<file path="src/rtl/unidade_controle_multiciclo.sv">
// Multicycle control FSM for an RV32 lw/sw/beq datapath.
// Sequences fetch, decode, address/branch ALU work, memory access and
// writeback. It drives the shared ALU selects, the IR/PC enables and a
// single req/ready memory port.
//
// Ports:
//   clk, rst_n         clock (rising edge), async active-low reset
//   opcode             IR[6:0] of the latched instruction
//   zero               ALU zero flag (branch compare)
//   mem_ready          memory completes the current access this cycle
//   mem_req/mem_we     memory request / write strobe
//   iord               address select: 0 = PC, 1 = ALU result register
//   ir_write/pc_write  IR and PC load enables; pc_src selects the PC source
//   alu_src_a/b,alu_op ALU operand and operation selects
//   reg_write          register file write enable
//   mem_to_reg         writeback data comes from the memory data register
//   illegal, bus_err   sticky error flags
//   retired            wrapping count of completed instructions
//
// Optional build macro MEM_TIMEOUT_EN: adds a memory wait counter. When a
// request sees no mem_ready for MEM_TIMEOUT cycles, the FSM traps and sets
// bus_err. Without the macro, accesses wait forever and bus_err is 0.
module unidade_controle_multiciclo #(
  parameter int MEM_TIMEOUT = 15,
  parameter int RET_WIDTH   = 32
) (
  input  logic                 clk,
  input  logic                 rst_n,
  input  logic [6:0]           opcode,
  input  logic                 zero,
  input  logic                 mem_ready,
  output logic                 mem_req,
  output logic                 mem_we,
  output logic                 iord,
  output logic                 ir_write,
  output logic                 pc_write,
  output logic                 pc_src,
  output logic                 alu_src_a,
  output logic [1:0]           alu_src_b,
  output logic [1:0]           alu_op,
  output logic                 reg_write,
  output logic                 mem_to_reg,
  output logic                 illegal,
  output logic                 bus_err,
  output logic [RET_WIDTH-1:0] retired
);

  localparam logic [6:0] OP_LW  = 7'b0000011;
  localparam logic [6:0] OP_SW  = 7'b0100011;
  localparam logic [6:0] OP_BEQ = 7'b1100011;

  typedef enum logic [2:0] {
    FETCH, DECODE, EXEC_ADDR, MEM_RD, WB, MEM_WR, BRANCH, TRAP
  } state_t;

  state_t               state_q, state_d;
  logic [RET_WIDTH-1:0] retired_q, retired_d;
  logic                 illegal_q, illegal_d;
  logic                 timeout;
  logic                 req_raw, irw_raw, pcw_raw, rw_raw;

`ifdef MEM_TIMEOUT_EN
  localparam int WW = $clog2(MEM_TIMEOUT + 1);
  logic [WW-1:0] wait_q, wait_d;
  logic          bus_err_q, bus_err_d;

  // The wait that would make the count reach MEM_TIMEOUT is terminal.
  // A mem_ready in that same cycle still completes the access.
  assign timeout = req_raw && !mem_ready && (wait_q == WW'(MEM_TIMEOUT - 1));

  always_comb begin
    wait_d    = '0;
    bus_err_d = bus_err_q | timeout;
    // The count restarts on every entry to a request state, so a new
    // access never inherits the cycles of the previous one.
    if (req_raw && state_d == state_q && !mem_ready)
      wait_d = wait_q + WW'(1);
  end

  always_ff @(posedge clk or negedge rst_n) begin
    if (!rst_n) begin
      wait_q    <= '0;
      bus_err_q <= 1'b0;
    end else begin
      wait_q    <= wait_d;
      bus_err_q <= bus_err_d;
    end
  end

  assign bus_err = bus_err_q;
`else
  assign timeout = 1'b0;
  assign bus_err = 1'b0;
`endif

  always_ff @(posedge clk or negedge rst_n) begin
    if (!rst_n) begin
      state_q   <= FETCH;
      retired_q <= '0;
      illegal_q <= 1'b0;
    end else begin
      state_q   <= state_d;
      retired_q <= retired_d;
      illegal_q <= illegal_d;
    end
  end

  always_comb begin
    state_d    = state_q;
    retired_d  = retired_q;
    illegal_d  = illegal_q;
    req_raw    = 1'b0;
    mem_we     = 1'b0;
    iord       = 1'b0;
    irw_raw    = 1'b0;
    pcw_raw    = 1'b0;
    pc_src     = 1'b0;
    alu_src_a  = 1'b0;
    alu_src_b  = 2'b00;
    alu_op     = 2'b00;
    rw_raw     = 1'b0;
    mem_to_reg = 1'b0;
    unique case (state_q)
      FETCH: begin
        req_raw   = 1'b1;
        alu_src_b = 2'b01;
        if (mem_ready) begin
          irw_raw = 1'b1;
          pcw_raw = 1'b1;
          state_d = DECODE;
        end else if (timeout) begin
          state_d = TRAP;
        end
      end
      DECODE: begin
        // Branch target PC+imm is captured in the ALU result register here.
        alu_src_b = 2'b10;
        if (opcode == OP_LW || opcode == OP_SW) state_d = EXEC_ADDR;
        else if (opcode == OP_BEQ)               state_d = BRANCH;
        else begin
          state_d   = TRAP;
          illegal_d = 1'b1;
        end
      end
      EXEC_ADDR: begin
        alu_src_a = 1'b1;
        alu_src_b = 2'b10;
        state_d   = (opcode == OP_SW) ? MEM_WR : MEM_RD;
      end
      MEM_RD: begin
        req_raw = 1'b1;
        iord    = 1'b1;
        if (mem_ready)    state_d = WB;
        else if (timeout) state_d = TRAP;
      end
      WB: begin
        rw_raw     = 1'b1;
        mem_to_reg = 1'b1;
        retired_d  = retired_q + {{(RET_WIDTH-1){1'b0}}, 1'b1};
        state_d    = FETCH;
      end
      MEM_WR: begin
        req_raw = 1'b1;
        mem_we  = 1'b1;
        iord    = 1'b1;
        if (mem_ready) begin
          retired_d = retired_q + {{(RET_WIDTH-1){1'b0}}, 1'b1};
          state_d   = FETCH;
        end else if (timeout) begin
          state_d = TRAP;
        end
      end
      BRANCH: begin
        alu_src_a = 1'b1;
        alu_op    = 2'b01;
        pc_src    = 1'b1;
        pcw_raw   = zero;
        retired_d = retired_q + {{(RET_WIDTH-1){1'b0}}, 1'b1};
        state_d   = FETCH;
      end
      TRAP: state_d = TRAP;
      default: state_d = FETCH;
    endcase
  end

  // The reset state is FETCH, which requests memory. Gating the strobes
  // with rst_n makes mem_req and the write enables drop as soon as reset
  // is asserted, instead of waiting for a clock edge.
  assign mem_req   = req_raw & rst_n;
  assign ir_write  = irw_raw & rst_n;
  assign pc_write  = pcw_raw & rst_n;
  assign reg_write = rw_raw  & rst_n;
  assign illegal   = illegal_q;
  assign retired   = retired_q;

endmodule

</file>
<file path="config.mk">
export PLATFORM = sky130hd
export DESIGN_NAME = unidade_controle_multiciclo
export DESIGN_NICKNAME = d
export VERILOG_FILES = /design/src/rtl/unidade_controle_multiciclo.sv
export SDC_FILE = /design/constraint.sdc
export NUM_CORES = 1
export LEC_CHECK = 0
export ABC_AREA = 1
export CAP_MARGIN = 0
export CORE_UTILIZATION = 39
export CTS_CLUSTER_DIAMETER = 30
export CTS_CLUSTER_SIZE = 30
export DETAILED_ROUTE_END_ITERATION = 12
export HOLD_SLACK_MARGIN = 0.05
export PLACE_DENSITY = 0.66
export SLEW_MARGIN = 0
export SYNTH_ARGS = -nofsm -noshare
export SYNTH_HDL_FRONTEND = slang
export SYNTH_SLANG_ARGS = --single-unit
</file>
<file path="constraint.sdc">
create_clock -name clk -period 3 [get_ports clk]
set_input_delay 0.6 -clock clk [delete_from_list [all_inputs] [get_ports clk]]
set_output_delay 0.6 -clock clk [all_outputs]
set_load 0.005 [all_outputs]
</file>
==> impl_metrics.json, run 1 <==
{
  "yosys_most_used_dff": "dfrtp_1",
  "hold_buffers": 0,
  "grt_pass1_wl_um": 8980,
  "cts_tree": "built",
  "muxShareOfSynthArea": 0,
  "crit_path_cell_trace": "clkdlybuf4s50_1 > nand2_1 > nor2_1 > a31o_2 > clkdlybuf4s50_1",
  "core_region_area_um2": 5540,
  "slew_viol_final": 0,
  "viasPerCell": 4.78,
  "crit_required_ns": 2.40,
  "cts.path.max_buffers": 2,
  "drv_cap": 0,
  "wl_um": 5410,
  "post-route-min-period_ns": 2.52,
  "drive_above_1_share": 0.102,
  "p_leak_uw": 0.00147,
  "diodes": 0,
  "multiInputGateArea_um2": 1150,
  "cts_htree_levels": 2,
  "port_buffers": 55,
  "clkTransAtPathRegs_ns": 0.07,
  "cts-resized-gates": 0,
  "async_reset_ff_frac": 1.00,
  "path_class": "primary input to output port",
  "status": "complete, no violations",
  "die_area_um2": 6090,
  "die_x_um": 78.0,
  "cp_top_family": "buffers and inverters",
  "fp.dieH_um": 78.0,
  "synth.top_cell.area_share": 0.400,
  "clock-root-buffer": "clkbuf_8",
  "synth_area_leaders": "dfrtp_1 40%, nand2_1 15%, inv_1 7.0%",
  "synth_cells": 300,
  "row_count": 27,
  "post_cts_buffers": 0,
  "vias": 2069,
  "wl_per_cell_um": 12.5,
  "setup_viol": 0,
  "cts-buffers-inserted": 5,
  "tns_ns": 0,
  "track_usage": 0.189,
  "ant_nets": 0,
  "path_buf_inv": 2,
  "ys_seq_area_frac": 0.400,
  "first_pass_iters": 4,
  "skew_ns": 0.00750,
  "syn_avg_cell_area_um2": 7.51,
  "fmax_mhz": 397,
  "grt_pass1_vias": 1870,
  "start_util": 0.407,
  "yosysTopAreaCell": "dfrtp_1",
  "gp_congestion": 0.844,
  "finalHoldViolCount": 0,
  "drc_errors": 0,
  "clk_latency_ns": 0.29,
  "register_area_um2": 901,
  "hpwl_um": 4240,
  "synthDistinctLibCells": 29,
  "cp.arrival_ns": 1.92,
  "synth_top_family_by_area": "simple AND/OR/NAND/NOR gates",
  "drtIter0Drc": 182,
  "cp_common_cell": "clkdlybuf4s50_1",
  "cp_slowest_stage_delay_ns": 0.52,
  "fillCellCount": 550,
  "cp-end-kind": "output port",
  "yosys.area_share.xor_xnor": 0.0661,
  "synthTopCellsByCount": "91 x nand2_1, 42 x inv_1, 36 x dfrtp_1, 30 x nor2_1, 19 x nand3_1",
  "cts_num_sinks": 36,
  "startpoint_type": "primary input",
  "ios": 58,
  "antenna_found_initial": 0,
  "ys_seq_elements": 36,
  "synth-compound-area-share": 0.0183,
  "yosys_warnings": 0,
  "syn_area_um2": 2250,
  "synthSimpleGateAreaFrac": 0.416,
  "nNetsFinal": 372,
  "slowest_stage": "clkdlybuf4s50_1",
  "overflow": 0,
  "synth_fa_ha_area_frac": 0.00555,
  "worst-path-max-fanout": 4,
  "synth-edff-count": 0,
  "grt_setup_unrepaired": "no",
  "vdd_drop_max_uv": 296,
  "post-route-util": 0.534,
  "finalCritPeriodShare": 0.839,
  "synth.most_common_cell": "nand2_1",
  "hold_path.class": "primary input to async pin",
  "syn_to_final_growth_pct": 31.2,
  "grt_max_degree": 26,
  "power.density_nw_per_um2": 522
}
-- area by class of cell --
type | count | share of cell area
clock buffers | 5 | 0.0233
multi-input cells | 215 | 0.388
well taps | 72 | 0.0305
repair buffers | 57 | 0.190
inverters | 45 | 0.0571
flip-flops and latches | 36 | 0.305
clock inverters | 3 | 0.00635
-- kinds of logic after synthesis --
| kind of cell | Yosys count |
|---|---|
| buffers and inverters | 50 |
| other | 1 |
| AO/OA/AOI/OAI | 7 |
| adder cells (fa/ha/maj) | 1 |
| flip-flops | 36 |
| XOR/XNOR | 17 |
| AND/OR/NAND/NOR | 188 |
-- power by group --
part / switching [µW] / total (µW) / leakage [µW] / internal, µW
clock network: 187 / 349 / 0.0000479 / 162
logic: 269 / 556 / 0.000942 / 287
registers: 96.9 / 639 / 0.000479 / 542
-- flip-flops by register name (all words and copies together) (netlist names) --
signal,flops
illegal,1
retired,32
state_q,3
-- layer usage --
layer,share of wire,global-route usage,up-vias
li1,-,-,1053
met1,0.47,0.257,953
met2,0.47,0.304,58
met3,0.049,0.0395,5
met4,0.011,0.0556,0
met5,0,0,-
-- placed cells by master, fill, tap and decap left out, drive strengths merged, types with 7 or more instances in the layout --
cell,instances
nand2,99
clkdlybuf4s50,54
inv,45
nor2,40
dfrtp,36
nand3,21
nand4,14
xnor2,12
nor3,7
-- stage by stage --
stage | hold WS, ns | instance area (µm²) | total power (µW) | setup WS [ns] | instances
final | 0.131 | 2960 | 1540 | 0.484 | 433
after floorplan | 0.304 | 2260 | 951 | 1.41 | 301
after detailed placement | 0.439 | 2870 | 1210 | 0.481 | 425
after CTS | 0.127 | 2960 | 1560 | 0.481 | 433
after global routing | 0.126 | 2960 | 1650 | 0.360 | 433
after global placement | 0.436 | 2870 | 1200 | 0.498 | 425
-- path summary, 6_finish.rpt --
kind	start	end	slack, ns	cells past startpoint
min in group clk	illegal$_DFFE_PN0P_	illegal$_DFFE_PN0P_	0.47	2
max	mem_ready	pc_write	0.48	5
max reg2reg	state_q[2]$_DFFE_PN0P_	retired[24]$_DFFE_PN0P_	1.43	7
min reg2reg	illegal$_DFFE_PN0P_	illegal$_DFFE_PN0P_	0.47	2
max in group asynchronous	rst_n	retired[3]$_DFFE_PN0P_	2.32	2
min	rst_n	state_q[1]$_DFFE_PN0P_	0.13	1
Note: power is estimated with default switching activity, not from simulation.
==> run 2: changes to the inputs <==
==> constraint.sdc (replaced) <==
create_clock -name clk -period 2.4 [get_ports clk]
set_input_delay 0.48 -clock clk [delete_from_list [all_inputs] [get_ports clk]]
set_output_delay 0.48 -clock clk [all_outputs]
set_load 0.005 [all_outputs]
==> run 2 against run 1 <==
Critical path depth grew 1; clock skew grew 0.0030 ns; via count shrank 0.53%; final cell count grew 0.92%; non-clock buffer count grew 4; setup slack lost 0.38 ns; register-to-register slack lost 0.52 ns; final area grew 2.1%.
==> impl_metrics.json, run 2 (same netlist as run 1, synthesis figures left out) <==
{
  "status": "complete, no violations",
  "cts_tree": "built",
  "vdd_drop_max_uv": 405,
  "cts.path.max_buffers": 2,
  "post-route-min-period_ns": 2.29,
  "ant_nets": 0,
  "worst-path-max-fanout": 8,
  "fp.dieH_um": 78.0,
  "switching_power_uw": 697,
  "wl_um": 5350,
  "hpwl_um": 4120,
  "p_leak_uw": 0.00149,
  "nNetsFinal": 376,
  "row_count": 27,
  "die_area_um2": 6090,
  "grt_pass1_wl_um": 8850,
  "path_class": "flip-flop to output port",
  "startpoint_type": "flip-flop",
  "clk_latency_ns": 0.30,
  "final_common_cell": "nand2_1",
  "track_usage": 0.188,
  "seqPwrFrac": 0.385,
  "drc_errors": 0,
  "report.power.total_uw": 2070,
  "grt_use_met2": 0.299,
  "diodes": 0,
  "finalCritPeriodShare": 0.955,
  "port_buffers": 55,
  "cp_top_family": "buffers and inverters",
  "slew_viol_final": 0,
  "cts_htree_levels": 2,
  "power.density_nw_per_um2": 687,
  "fmax_mhz": 436,
  "antenna_found_initial": 0,
  "mostFrequentLayoutCells": "91 x nand2_1, 54 x clkdlybuf4s50_1, 42 x inv_1",
  "grt_max_degree": 27,
  "switching_share": 0.336,
  "first_pass_iters": 4,
  "skew_ns": 0.0105,
  "start_util": 0.407,
  "top_usage_layer": "met2",
  "grt_use_met1": 0.251,
  "cts_num_sinks": 36,
  "cp-end-kind": "output port",
  "slowest_stage": "clkdlybuf4s50_1",
  "core_region_area_um2": 5540,
  "largest_reg_flops": 32,
  "grt_setup_unrepaired": "no",
  "path_buf_inv": 3,
  "grt_pass1_vias": 1892,
  "syn_to_final_growth_pct": 33.9,
  "cts-buffers-inserted": 5,
  "crit_required_ns": 1.92,
  "cp_slowest_stage_delay_ns": 0.48,
  "combPwrFrac": 0.352,
  "clock-root-buffer": "clkbuf_8",
  "ios": 58,
  "drv_cap": 0,
  "clockPowerShare": 0.263,
  "viasPerCell": 4.71,
  "drive_above_1_share": 0.118,
  "wl_per_cell_um": 12.2,
  "p_int_uw": 1380,
  "overflow": 0,
  "hold_ws_ns": 0.186,
  "met3_usage": 0.0384,
  "setup_viol": 0,
  "hold_path.class": "primary input to async pin",
  "die_x_um": 78.0,
  "drtIter0Drc": 145,
  "vias": 2058,
  "cp.arrival_ns": 1.81,
  "clkTransAtPathRegs_ns": 0.08,
  "tns_ns": 0,
  "crit_path_cell_trace": "buf_4 > nor2_1 > nand2_1 > inv_1 > a31o_2 > clkdlybuf4s50_1",
  "gp_congestion": 0.867,
  "finalHoldViolCount": 0
}
[run 2: routing by layer]
layer  vias to the layer above  share of wire
met3                         8          0.046
met1                       939           0.47
met4                         0          0.017
met5                         -              0
met2                        51           0.47
li1                       1060              -
[run 2: final timing paths]
path	from	end	slack [ns]	cells past startpoint
min in group clk	illegal$_DFFE_PN0P_	illegal$_DFFE_PN0P_	0.47	2
worst min-delay path	rst_n	retired[7]$_DFFE_PN0P_	0.19	2
max in group asynchronous	rst_n	state_q[1]$_DFFE_PN0P_	1.64	2
worst max-delay path	state_q[0]$_DFFE_PN0P_	pc_write	0.11	6
worst max register to register	state_q[0]$_DFFE_PN0P_	retired[14]$_DFFE_PN0P_	0.91	9
worst min register to register	illegal$_DFFE_PN0P_	illegal$_DFFE_PN0P_	0.47	2
[run 2: worst reg2reg max path, cell delays in order, from the launching register on]
cell and delay (ns):
dfrtp_2 0.46, buf_4 0.15, inv_2 0.05, nand2_1 0.08, nand2_4 0.15, nand2_4 0.11
inv_2 0.09, nand2_1 0.07, o21ai_0 0.15, nand2_1 0.07
[run 2: stage by stage]
stage	cells	util	cell area [µm²]	worst slack, ns
after floorplan	301	-	2260	0.931
after global placement	426	0.519	2880	0.197
after detailed placement	426	0.519	2880	0.163
after CTS	435	0.540	2990	0.00391
after global routing	437	0.545	3020	0.0277
final	437	0.545	3020	0.108
[run 2: power groups by stage]
stage | clock (µW) | combinational, µW | sequential, µW
6_report | 545 | 731 | 797
5_1_grt | 574 | 817 | 810
4_1_cts | 555 | 704 | 795
3_5_place_dp | 0 | 700 | 806
3_3_place_gp | 0 | 698 | 805
2_1_floorplan | 0 | 429 | 760
[run 2: area by class of cell]
| class | count | area, µm² |
|---|---|---|
| repair buffers | 61 | 593 |
| well taps | 72 | 90.1 |
| inverters | 45 | 169 |
| multi-input cells | 215 | 1150 |
| fillers | 531 | 2520 |
| flip-flops and latches | 36 | 905 |
| clock buffers | 6 | 72.6 |
| clock inverters | 2 | 35.0 |
[run 2: repair_timing]
| item | 4_1_cts | 5_1_grt |
|---|---|---|
| resized for setup | 0 | 4 |
| setup endpoints to repair | 0 | 3 |
| hold endpoints to repair | 2 | 0 |
| hold buffers | 1 | 0 |
| setup buffers | 0 | 2 |
